## config.mk

```make
export PLATFORM = sky130hd
export DESIGN_NAME = prio_code_fifo
export DESIGN_NICKNAME = d
export VERILOG_FILES = /design/src/rtl/prio_code_fifo.sv
export SDC_FILE = /design/constraint.sdc
export NUM_CORES = 1
export LEC_CHECK = 0
export CAP_MARGIN = 25
export CORE_ASPECT_RATIO = 0.9
export CORE_UTILIZATION = 25
export DETAILED_ROUTE_END_ITERATION = 8
export HOLD_SLACK_MARGIN = 0.12
export PLACE_DENSITY = 0.43
export SYNTH_ARGS = -nofsm -noshare
export SYNTH_HDL_FRONTEND = slang
export SYNTH_SLANG_ARGS = --single-unit
```

## constraint.sdc

```tcl
create_clock -name clk -period 7 [get_ports clk]
set_input_delay 0.7 -clock clk [delete_from_list [all_inputs] [get_ports clk]]
set_output_delay 0.7 -clock clk [all_outputs]
set_load 0.05 [all_outputs]
```

## src/rtl/prio_code_fifo.sv

```systemverilog
// prio_code_fifo
//   Captures priority-encoder results into a 4-entry first-word-fall-through
//   FIFO. Each sampled code is classified as legal (0x00-0x0F), none (0xF0)
//   or illegal (anything else). Consecutive repeats of the same legal code
//   are collapsed into one entry. Lost pushes and illegal codes raise sticky
//   flags.
//
// Ports
//   clk        single clock, all state updates on its rising edge
//   rst_n      synchronous active-low reset
//   code_in    encoder code, sampled when code_vld=1
//   code_vld   qualifies code_in
//   out_code   oldest stored index (0 when empty)
//   out_vld    FIFO holds at least one entry
//   out_rdy    consumer ready; pop when out_vld && out_rdy
//   count      number of stored entries, 0-4
//   ovf        sticky: a push was lost because the FIFO was full
//   bad        sticky: an illegal code was sampled
//   clr_flags  clears ovf and bad (a set event in the same cycle wins)

module prio_code_fifo #(
    parameter int DEPTH = 4
) (
    input  logic       clk,
    input  logic       rst_n,
    input  logic [7:0] code_in,
    input  logic       code_vld,
    output logic [3:0] out_code,
    output logic       out_vld,
    input  logic       out_rdy,
    output logic [2:0] count,
    output logic       ovf,
    output logic       bad,
    input  logic       clr_flags
);

    localparam logic [2:0] FULL_COUNT = 3'(DEPTH);

    logic [3:0] mem [DEPTH];
    logic [1:0] wr_ptr;
    logic [1:0] rd_ptr;
    logic [3:0] last_code;
    logic       last_vld;

    logic is_legal;
    logic is_none;
    logic is_illegal;
    logic is_dup;
    logic push_cand;
    logic pop;
    logic push;
    logic lost;

    // NOTE: every signal driven from always_comb gets a default first, so no
    // path through the block leaves it unassigned and no latch is inferred.
    always_comb begin
        is_legal   = 1'b0;
        is_none    = 1'b0;
        is_illegal = 1'b0;
        if (code_vld) begin
            if (code_in[7:4] == 4'h0)
                is_legal = 1'b1;
            else if (code_in == 8'hF0)
                is_none = 1'b1;
            else
                is_illegal = 1'b1;
        end

        // A repeat of the last accepted code carries no new information.
        is_dup    = last_vld && (last_code == code_in[3:0]);
        push_cand = is_legal && !is_dup;

        // out_vld gates the pop, so an empty FIFO can never be popped.
        pop  = out_vld && out_rdy;
        // A pop in the same cycle frees a slot even when full.
        push = push_cand && ((count != FULL_COUNT) || pop);
        lost = push_cand && (count == FULL_COUNT) && !pop;
    end

    assign out_vld  = (count != 3'd0);
    assign out_code = out_vld ? mem[rd_ptr] : 4'h0;

    // NOTE: sequential state uses non-blocking assignments so every register
    // sees the pre-edge values of the others, independent of statement order.
    always_ff @(posedge clk) begin
        if (!rst_n) begin
            wr_ptr    <= 2'd0;
            rd_ptr    <= 2'd0;
            count     <= 3'd0;
            last_vld  <= 1'b0;
            last_code <= 4'h0;
            ovf       <= 1'b0;
            bad       <= 1'b0;
        end else begin
            if (push)
                wr_ptr <= wr_ptr + 2'd1;
            if (pop)
                rd_ptr <= rd_ptr + 2'd1;
            count <= count + 3'(push) - 3'(pop);

            if (is_none) begin
                last_vld <= 1'b0;
            end else if (push) begin
                last_vld  <= 1'b1;
                last_code <= code_in[3:0];
            end

            // Set events take priority over the clear request.
            if (lost)
                ovf <= 1'b1;
            else if (clr_flags)
                ovf <= 1'b0;

            if (is_illegal)
                bad <= 1'b1;
            else if (clr_flags)
                bad <= 1'b0;
        end
    end

    // NOTE: the storage array has no reset; count and the pointers alone
    // decide which entries are live, so stale contents are never observed.
    always_ff @(posedge clk) begin
        if (push)
            mem[wr_ptr] <= code_in[3:0];
    end

endmodule

```

# == After elaboration in Yosys (flattened, before gate mapping) ==
# Memory sizes are Yosys's and may differ from the RTL's. A register that Yosys moved wholly into a read port is not among the register bits.
# Cells that the tools add are included.
# op_classes
n_reduce_logical,15
add_sub_neg,4
mux,16
eq_ne,4
n_bitwise,2
# op_table
op,count
$mux W1,13
$eq A8 B8 Y1 const B,1
$logic_and A1 B1 Y1,6
$add A2 B1 Y2 const B,2
$eq A4 B4 Y1,1
$logic_not A4 Y1,1
$mux W2,2
$mux W4,1
$reduce_bool A2 Y1,2
$add A3 B1 Y3,1
$eq A3 B3 Y1 const B,1
$ne A3 B3 Y1 const B,1
$reduce_bool A3 Y1,1
$sub A3 B1 Y3,1
$logic_not A1 Y1,2
$not A1 Y1,2
$reduce_and A2 Y1,1
$reduce_or A2 Y1,1
$logic_or A1 B1 Y1,1
# totals
elab_cells,49
ff_bits,14
ramBits,16
n_memories,1
in_bits,13
# memory_table
memory,depth,word_bits,read_ports,rd_ports_with_merged_regs,wr,line_no,source
mem,4,4,1,1,1,39,logic [3:0] mem [DEPTH];

# == Logic depth before layout (Yosys ltp) ==
# Gate-level depths: netlist (run 1).
# logic_depth
depth_word,7
depth_mapped,13

# == Worst setup path after synthesis (run 1) ==
# No wires, ideal clock.
# synth_path
path_type,reg2reg
start,register count[1]
end,register count[2]
arrival_ps,2922
stages_incl_launch_ff,12
period_less_slack_ps,3037
setup_ps,115
path_slack_ps,3963
path_cell_list,dfxtp_1 or3_1 clkbuf_1 and2_1 ha_1 inv_1 ha_1 inv_1 fa_1 xnor2_1 xnor2_1 and2_1
# synth_between
elab_chain_cells,6
# synth_lines
element,line_no,source
start: declaration,31,"output logic [2:0] count,"
start signal: assignment,99,count <= count + 3'(push) - 3'(pop);
$reduce_bool A3 Y1 *,80,assign out_vld = (count != 3'd0);
net out_vld,29,"output logic out_vld,"
$logic_and A1 B1 Y1 *,74,pop = out_vld && out_rdy;
$logic_or A1 B1 Y1,76,push = push_cand && ((count != FULL_COUNT) || pop);
$logic_and A1 B1 Y1,76,
$add A3 B1 Y3,99,
$sub A3 B1 Y3 *,99,
# Mark *: on every way through the listed nets, which the timed path passes. The rest lies on a longest branch.
# A chain may end at the register's enable or synchronous reset.

# == Worst setup path in the final report (run 1) ==
# layout_path
start,input code_in[0]
end,register count[2]
# layout_between
elab_chain_cells,7
# layout_lines
element,line_no,source
start: declaration,26,"input logic [7:0] code_in,"
$eq A4 B4 Y1,70,is_dup = last_vld && (last_code == code_in[3:0]);
$logic_and A1 B1 Y1,70,
$logic_not A1 Y1,71,push_cand = is_legal && !is_dup;
$logic_and A1 B1 Y1,71,
$logic_and A1 B1 Y1,76,
$add A3 B1 Y3,99,
$sub A3 B1 Y3,99,
# No other way between the ends.

==> results of run 1 <==
==> placed cells by master, fill, tap and decap left out, drive strengths merged, types with 2 or more instances in the layout <==
| master | instances |
|---|---|
| inv | 7 |
| nand3 | 2 |
| xnor2 | 4 |
| and2 | 12 |
| ha | 6 |
| mux4 | 4 |
| edfxtp | 16 |
| nand2b | 2 |
| nor2b | 7 |
| clkbuf | 5 |
| mux2i | 6 |
| clkdlybuf4s50 | 22 |
| nand2 | 15 |
| nor4 | 2 |
| dfxtp | 16 |
==> synth_stat cells, types with 2 or more instances <==
master                      n  area [um^2]
sky130_fd_sc_hd__and2_1    12        75.07
sky130_fd_sc_hd__clkbuf_1   3        11.26
sky130_fd_sc_hd__dfxtp_1   16        320.3
sky130_fd_sc_hd__edfxtp_1  16        480.5
sky130_fd_sc_hd__ha_1       6        75.07
sky130_fd_sc_hd__inv_1      7        26.28
sky130_fd_sc_hd__mux2i_1    6        60.06
sky130_fd_sc_hd__mux4_2     4        90.09
sky130_fd_sc_hd__nand2_1   15        56.30
sky130_fd_sc_hd__nand2b_1   2        12.51
sky130_fd_sc_hd__nor2b_1    7        43.79
sky130_fd_sc_hd__nor4_1     2        12.51
sky130_fd_sc_hd__xnor2_1    4        35.03
==> worst register-to-register path, cell delays in order (launching register included) <==
cell,delay (ns)
sky130_fd_sc_hd__dfxtp_1,0.44
sky130_fd_sc_hd__or4b_4,0.19
sky130_fd_sc_hd__nand3_2,0.08
sky130_fd_sc_hd__a21oi_2,0.54
sky130_fd_sc_hd__inv_1,0.11
sky130_fd_sc_hd__ha_1,0.32
sky130_fd_sc_hd__inv_1,0.06
sky130_fd_sc_hd__ha_1,0.12
sky130_fd_sc_hd__inv_1,0.05
sky130_fd_sc_hd__fa_1,0.38
sky130_fd_sc_hd__xnor2_1,0.15
sky130_fd_sc_hd__xnor2_1,0.12
sky130_fd_sc_hd__and2_1,0.16
==> area by class of cell <==
cell class,instances,share of cell area [%]
flip-flops and latches,32,42.84
multi-input cells,73,33.33
repair buffers,22,11.78
well taps,70,4.685
clock buffers,5,3.681
clock inverters,3,2.276
inverters,7,1.406
==> how the worst min path moves through the flow <==
| stage | end | from | depth (start not counted) | slack, ns |
|---|---|---|---|---|
| global placement | last_code[3] | last_code[3] | 2 | 0.46 |
| floorplan | last_code[3] | last_code[3] | 2 | 0.44 |
| detailed placement | last_code[3] | last_code[3] | 2 | 0.46 |
| CTS | last_code[3] | last_code[3] | 2 | 0.48 |
| global route | last_code[3] | last_code[3] | 2 | 0.49 |
| finish | last_code[3] | last_code[3] | 2 | 0.48 |
==> flip-flops by register name (all words and copies together) (netlist names), named ones only <==
| name | cells |
|---|---|
| last_vld | 1 |
| wr_ptr | 2 |
| rd_ptr | 2 |
| count | 3 |
| bad | 1 |
| last_code | 4 |
| mem | 16 |
| ovf | 1 |
==> through the flow <==
stage	area (um^2)	worst slack (ns)	util [%]	hold WS, ns	cells
floorplan	1473	3.963	-	0.4381	116
global placement	1758	3.206	30.88	0.4555	204
detailed placement	1758	3.107	30.88	0.4590	204
CTS	1869	3.414	32.84	0.4780	212
global route	1869	3.214	32.84	0.4905	212
finish	1869	3.410	32.84	0.4765	212
==> kinds of logic after synthesis <==
| family | count (synthesis) |
|---|---|
| muxes | 10 |
| adders and majority gates | 7 |
| buffers and inverters | 11 |
| DFF | 32 |
| and+or+nand+nor | 44 |
| xor gates and xnor gates | 5 |
| AOI/OAI and AO/OA | 7 |
==> layer usage <==
layer | vias up | GRT usage [%]
met5 | - | 0
met4 | 0 | 4.598
met3 | 7 | 3.728
met2 | 19 | 14.75
met1 | 434 | 11.86
li1 | 458 | -
==> where the power goes <==
group / internal [mW] / switching, mW / leakage (nW)
Clock: 0.105 / 0.0715 / 0.0541
Combinational: 0.0957 / 0.134 / 0.314
Sequential: 0.213 / 0.0196 / 0.274
Total: 0.414 / 0.225 / 0.642
==> results list, run 1 <==
- Clock tree synthesis inserted a total of 5 buffers.
- Hold WC Path Type: reg -> reg
- The die is 74.81 um tall.
* Worst R2R Setup Slack: 4.20 ns
- Power per unit of standard cell area: 341.5 nW/um^2
- Number of global-route vias before repair: 877
* Net count of the mapped netlist: 136
* Cells after synthesis: 116
- Kind of start point of the critical path: primary input
- GRT Util Overall: 9.532%
* Wire length on met3: 126 um
- Net count of the finished layout: 161
* Via density per instance: 4.330
- The initialized floorplan defines 26 standard-cell rows.
- In this run, post-CTS hold repair placed 0 buffers.
* Setup crit end kind: flop
* Slowest stage cell on the critical path: sky130_fd_sc_hd__clkdlybuf4s50_1
- Port Buffers: 22
* Post-CTS setup buffer count: 0
- Startpoint of the worst setup timing path: code_in[0]
- CTS-repair resized insts: 0
- For this design the static power due to leakage is 0.6421 nW.
- Critical Path Sink: count[2]
- Clock transition at the registers of the reported paths: 0.07 ns
- In the synthesized netlist the async set-or-reset flop fraction comes to 0%.
* Number of ports placed on the die boundary: 23
* Cell family contributing the most delay on the critical path: buffers and inverters
- Routed WL: 2767 um
- Cell depth of the worst setup path: 13
* Flip-flop and latch count after synthesis: 32
- Depth of the most critical reg-to-reg path: 12
- First-pass iteration count of the detailed router: 4
* CP Data Arrival Time: 3.77 ns
- The first routing iteration left 24 violations.
* Compound-Gate Fraction of Synth Area: 5.607%
* Post-route ant nets: 0
- Footprint of the flip-flops and latches: 800.8 um^2
- Top layer in use: met4
* Share of cell area taken by muxes after synthesis: 10.20%
* Worst-case clock buffer depth: 2
- TritonCTS built the clock tree.
* First-pass GRT wire length: 4388 um
- The initial utilization of the core area, before any placement, comes to 25.87%.
- CP max stage delay: 0.62 ns
- Worst vdd ir: 179.3 uV
- The number of slew-limit violations in the final report came to 0.
* Antenna violations before repair: 0
- The endpoint identified for the worst register-to-register timing path is count[2].
- The floorplan step defined a die boundary enclosing 6202 um^2.
* DRC violation count after routing: 0
- The tool flagged a number of max-cap violations equal to 0.
- For this run, the leading register cell type out of synthesis is sky130_fd_sc_hd__edfxtp_1.
* Detailed-route wire length per cell: 13.05 um
- Yosys printed 0 warnings.
- Largest fanout on the critical path: 12
* Met2 Wirelength: 1178 um
- Via total after detailed routing: 918
- Most used cell, CP: sky130_fd_sc_hd__inv_1
* Required time of the critical path: 7.18 ns
* Growth of design area from synthesis to finish: 26.93%
* Power after layout: 0.6383 mW
- Outcome: finished, final reports clean
- After synthesis, the mean cell area works out to 12.70 um^2.
* Adder-cell area share of the yosys netlist: 6.457%
- Setup total negative slack on the finished layout was measured at 0 ns.
- Walking the worst path, the cells encountered are clkdlybuf4s50_1 -> inv_1 -> o2111a_1 -> a21oi_2 -> inv_1 -> ha_1 -> inv_1 -> ha_1 -> inv_1 -> fa_1 -> xnor2_1 -> xnor2_1 -> and2_1.
- After floorplanning, the core was sized to cover 5693 um^2.
* Pin count of the biggest net entering global routing: 22
- Ratio of final minimum period to clock period: 51.28%
- The worst register-to-register path begins at count[1].
* Area of the multi-input gates: 623.1 um^2
- The synthesized design contains 16 enable-type register cells.
* H-tree depth: 2
- The hold violation total from the final report was 0.
- The setup path with the least slack is of type in -> reg.
* Fraction of layout cells with a size suffix above 1: 11.97%
- For this run the aggregate overflow at the end of global routing stands at 0.
* Worst slew pin tran: 0.6952 ns
- Filler instances: 569
- Final-report setup violation count: 0
- Timing would allow up to 278.6 MHz.
- The die is 82.90 um wide.
- Root buffer cell: sky130_fd_sc_hd__clkbuf_8
- Dominant combinational cell family by area after synthesis: simple AND/OR/NAND/NOR gates
* Gp weighted congestion: 0.6688
- Summing every instance area after synthesis gives 1473 um^2.
- Clock Sinks: 32
* Final critical delay including setup and external delays: 3.590 ns
* Worst slew margin: 53.65%
* Clock insertion delay at the later pin of the skew report: 0.29 ns
- The detailed router put a total of 1406 um of wire on met1.
- Between clock sinks in the finished design, the worst skew comes to 0.006968 ns.
- Part of the Yosys area used for sequential elements: 54.38%
- Number of diodes added for antenna fixing: 0
- After Yosys synthesis, XOR and XNOR cells account for 2.974% of the synthesized area.
- Setup repair after global routing left no endpoint under its margin.
- The critical path contains buffers and inverters numbering 5 combined.
- Placed wire-length estimate after detailed placement: 2030 um
- In this run, distinct cell masters in the synthesized netlist total 29.
- Of the total synthesized cell area, the portion taken by AND, OR, NAND and NOR gates is 17.08%.
No activity file was read; power rests on OpenSTA's default activity.
==> run 2: changes to the inputs <==
--- a/config.mk
+++ b/config.mk
@@ -10,7 +10,7 @@
 export CORE_UTILIZATION = 25
 export DETAILED_ROUTE_END_ITERATION = 8
 export HOLD_SLACK_MARGIN = 0.12
-export PLACE_DENSITY = 0.43
+export PLACE_DENSITY = 0.45
 export SYNTH_ARGS = -nofsm -noshare
 export SYNTH_HDL_FRONTEND = slang
 export SYNTH_SLANG_ARGS = --single-unit
==> constraint.sdc (replaced) <==
create_clock -name clk -period 3.3 [get_ports clk]
set_input_delay 0.33 -clock clk [delete_from_list [all_inputs] [get_ports clk]]
set_output_delay 0.33 -clock clk [all_outputs]
set_load 0.05 [all_outputs]
==> results list, run 2 (synthesis gave the netlist of run 1 again) <==
- The worst path uses 80.30% of the clock period.
* Via density per instance: 4.274
- Reg-to-Reg End: count[2]
* Pin count of the biggest net entering global routing: 22
* Final-report setup violation count: 0
- Placed wire-length estimate after detailed placement: 2017 um
* Filler instances: 564
* Number of diodes added for antenna fixing: 0
- The congestion estimate from routability-driven global placement came to 0.6527.
- GRT Residual Overflow: 0
- Largest fanout on the critical path: 7
- Number of ports placed on the die boundary: 23
- GRT Util Overall: 9.406%
* Starting DRC count in detailed routing: 20
- Clock transition at the registers of the reported paths: 0.07 ns
- For the pin with the worst max-slew slack, the measured transition is 0.6818 ns.
- Once detail routing completed, the nets flagged for antenna violations numbered 0.
- Fraction of layout cells with a size suffix above 1: 13.10%
- CTS saw 32 sinks.
- Hold WC Path Type: reg -> reg
- Measured along the x axis, the die boundary spans 82.90 um.
- Setup repair after global routing missed its margin: false
- In this run the standard cell core region covers 5693 um^2.
* CP Data Arrival Time: 2.82 ns
* CTS-repair resized insts: 0
- Outcome: finished, final reports clean
- Commonest cells after routing, fill and taps aside: 22 x sky130_fd_sc_hd__clkdlybuf4s50_1, 16 x sky130_fd_sc_hd__dfxtp_1, 16 x sky130_fd_sc_hd__edfxtp_1, 15 x sky130_fd_sc_hd__nand2_1, 12 x sky130_fd_sc_hd__and2_1
* Die Height: 74.81 um
* # hold bufs at CTS: 0
* Most common cell after layout, fill and taps aside: sky130_fd_sc_hd__clkdlybuf4s50_1
* Type of the setup path with the least slack: in -> reg
- First-pass GRT wire length: 4333 um
- End-of-flow core utilization: 33.32%
- The number of slew-limit violations in the final report is 0.
- After detailed routing, the average wire length per cell comes to 12.17 um.
- Effective utilization at floorplan: 25.87%
- Growth of design area from synthesis to finish: 28.80%
- Number of global-route vias before repair: 891
- In this run the static leakage power is 0.6618 nW.
- More flip-flops sit in one register than any other, and that register is mem.
* Clock tree from TritonCTS: built
* Kind of start point of the critical path: primary input
- Worst-case clock buffer depth: 2
- Summed over all failing endpoints, the final setup total negative slack is 0 ns.
- The final layout contains 164 nets.
- The placed instances occupy a cell area of 1780 um^2.
- Final critical delay including setup and external delays: 2.650 ns
- For this run, design rule violations remaining after detail routing come to 0.
- Worst vdd ir: 466.0 uV
* Post-route standard cell area excluding fillers: 1897 um^2
* Rows: 26
- Beginning of the worst hold path: last_code[3]
- The hold violation total from the final report is 0.
- Number of instances on the worst hold path: 2
- For this block, the routed nets add up to 2616 um of wire.
- The worst hold path terminates at last_code[3].
- First-pass iteration count of the detailed router: 6
* Antenna violations before repair: 0
* Via total after detailed routing: 919
- The register with the most flip-flops in the layout has 16 of them.
- Post-CTS setup buffer count: 0
* Slack of the critical path: 0.6501 ns
* Highest clock frequency the design can meet: 377.4 MHz
- H-tree depth: 2
* Port Buffers: 22
* Depth of the most critical reg-to-reg path: 10
* Worst slew margin: 54.41%
* Root buffer cell: sky130_fd_sc_hd__clkbuf_8
- Worst R2R Setup Slack: 0.83 ns
- Dividing total power by cell area gives a power density of 711.7 nW/um^2.
- The largest registers in the layout are mem (16), last_code (4), count (3).
- Clock insertion delay at the later pin of the skew report: 0.28 ns
- Die footprint: 6202 um^2
- Across the run, the number of max-cap violations was 0.
* Clock Skews: 0.005929 ns
* Worst slack at placement: 0.3197 ns
- In this run the critical register-to-register path is launched from count[1].
* Setup crit end kind: flop
- Clock tree synthesis inserted a total of 5 buffers.
- STA puts the critical path data required time at 3.47 ns.
[run 2: cell types whose count changed in the layout (fill, tap and decap cells not counted), sizes merged]
cell	delta
clkinvlp	-1
buf	+3
clkbuf	+1
[run 2: layer usage]
| layer | up-vias | GRT usage (%) | share of wire, % |
|---|---|---|---|
| li1 | 463 | - | - |
| met3 | 0 | 3.509 | 3.1 |
| met1 | 442 | 10.88 | 46 |
| met2 | 14 | 15.76 | 51 |
| met5 | - | 0 | 0 |
| met4 | 0 | 4.598 | 0 |
[run 2: worst max path at each step]
| stage | startpoint | slack, ns | endpoint | cells after the start |
|---|---|---|---|---|
| floorplan | count[1] | 0.26 | count[2] | 11 |
| global placement | code_in[0] | 0.34 | count[2] | 13 |
| detailed placement | code_in[0] | 0.32 | count[2] | 13 |
| CTS | code_in[0] | 0.62 | count[2] | 13 |
| global route | code_in[0] | 0.50 | count[2] | 13 |
| finish | code_in[0] | 0.65 | count[2] | 13 |
[run 2: area by class of cell]
class / count / area, um^2 / area share (%)
sequential: 32 / 800.8 / 42.22
multi-input combinational: 73 / 623.1 / 32.85
timing repair buffer: 25 / 242.7 / 12.80
tap: 70 / 87.58 / 4.617
clock buffer: 6 / 82.58 / 4.354
clock inverter: 2 / 33.78 / 1.781
inverter: 7 / 26.28 / 1.385
[run 2: critical path, stage by stage]
cell and delay [ns]:
sky130_fd_sc_hd__clkdlybuf4s50_1 0.58, sky130_fd_sc_hd__inv_1 0.12, sky130_fd_sc_hd__a2111oi_4 0.40, sky130_fd_sc_hd__a21oi_2 0.11, sky130_fd_sc_hd__inv_1 0.06, sky130_fd_sc_hd__ha_1 0.22, sky130_fd_sc_hd__inv_1 0.05, sky130_fd_sc_hd__ha_1 0.12
sky130_fd_sc_hd__inv_1 0.04, sky130_fd_sc_hd__fa_1 0.37, sky130_fd_sc_hd__xnor2_1 0.14, sky130_fd_sc_hd__xnor2_1 0.12, sky130_fd_sc_hd__and2_1 0.15
[run 2: power breakdown]
part	switching (mW)	total, mW	internal, mW	leakage, nW
Combinational	0.277	0.480	0.203	0.329
Sequential	0.0406	0.492	0.451	0.274
Clock	0.135	0.378	0.243	0.0588
[run 2: through the flow]
| step | power (mW) | hold slack (ns) | instances |
|---|---|---|---|
| 5_1_grt | 1.425 | 0.4874 | 215 |
| 6_report | 1.350 | 0.4664 | 215 |
| 4_1_cts | 1.374 | 0.4711 | 215 |
| 3_3_place_gp | 0.9865 | 0.4535 | 207 |
| 2_1_floorplan | 0.8405 | 0.4289 | 116 |
| 3_5_place_dp | 0.9906 | 0.4623 | 207 |
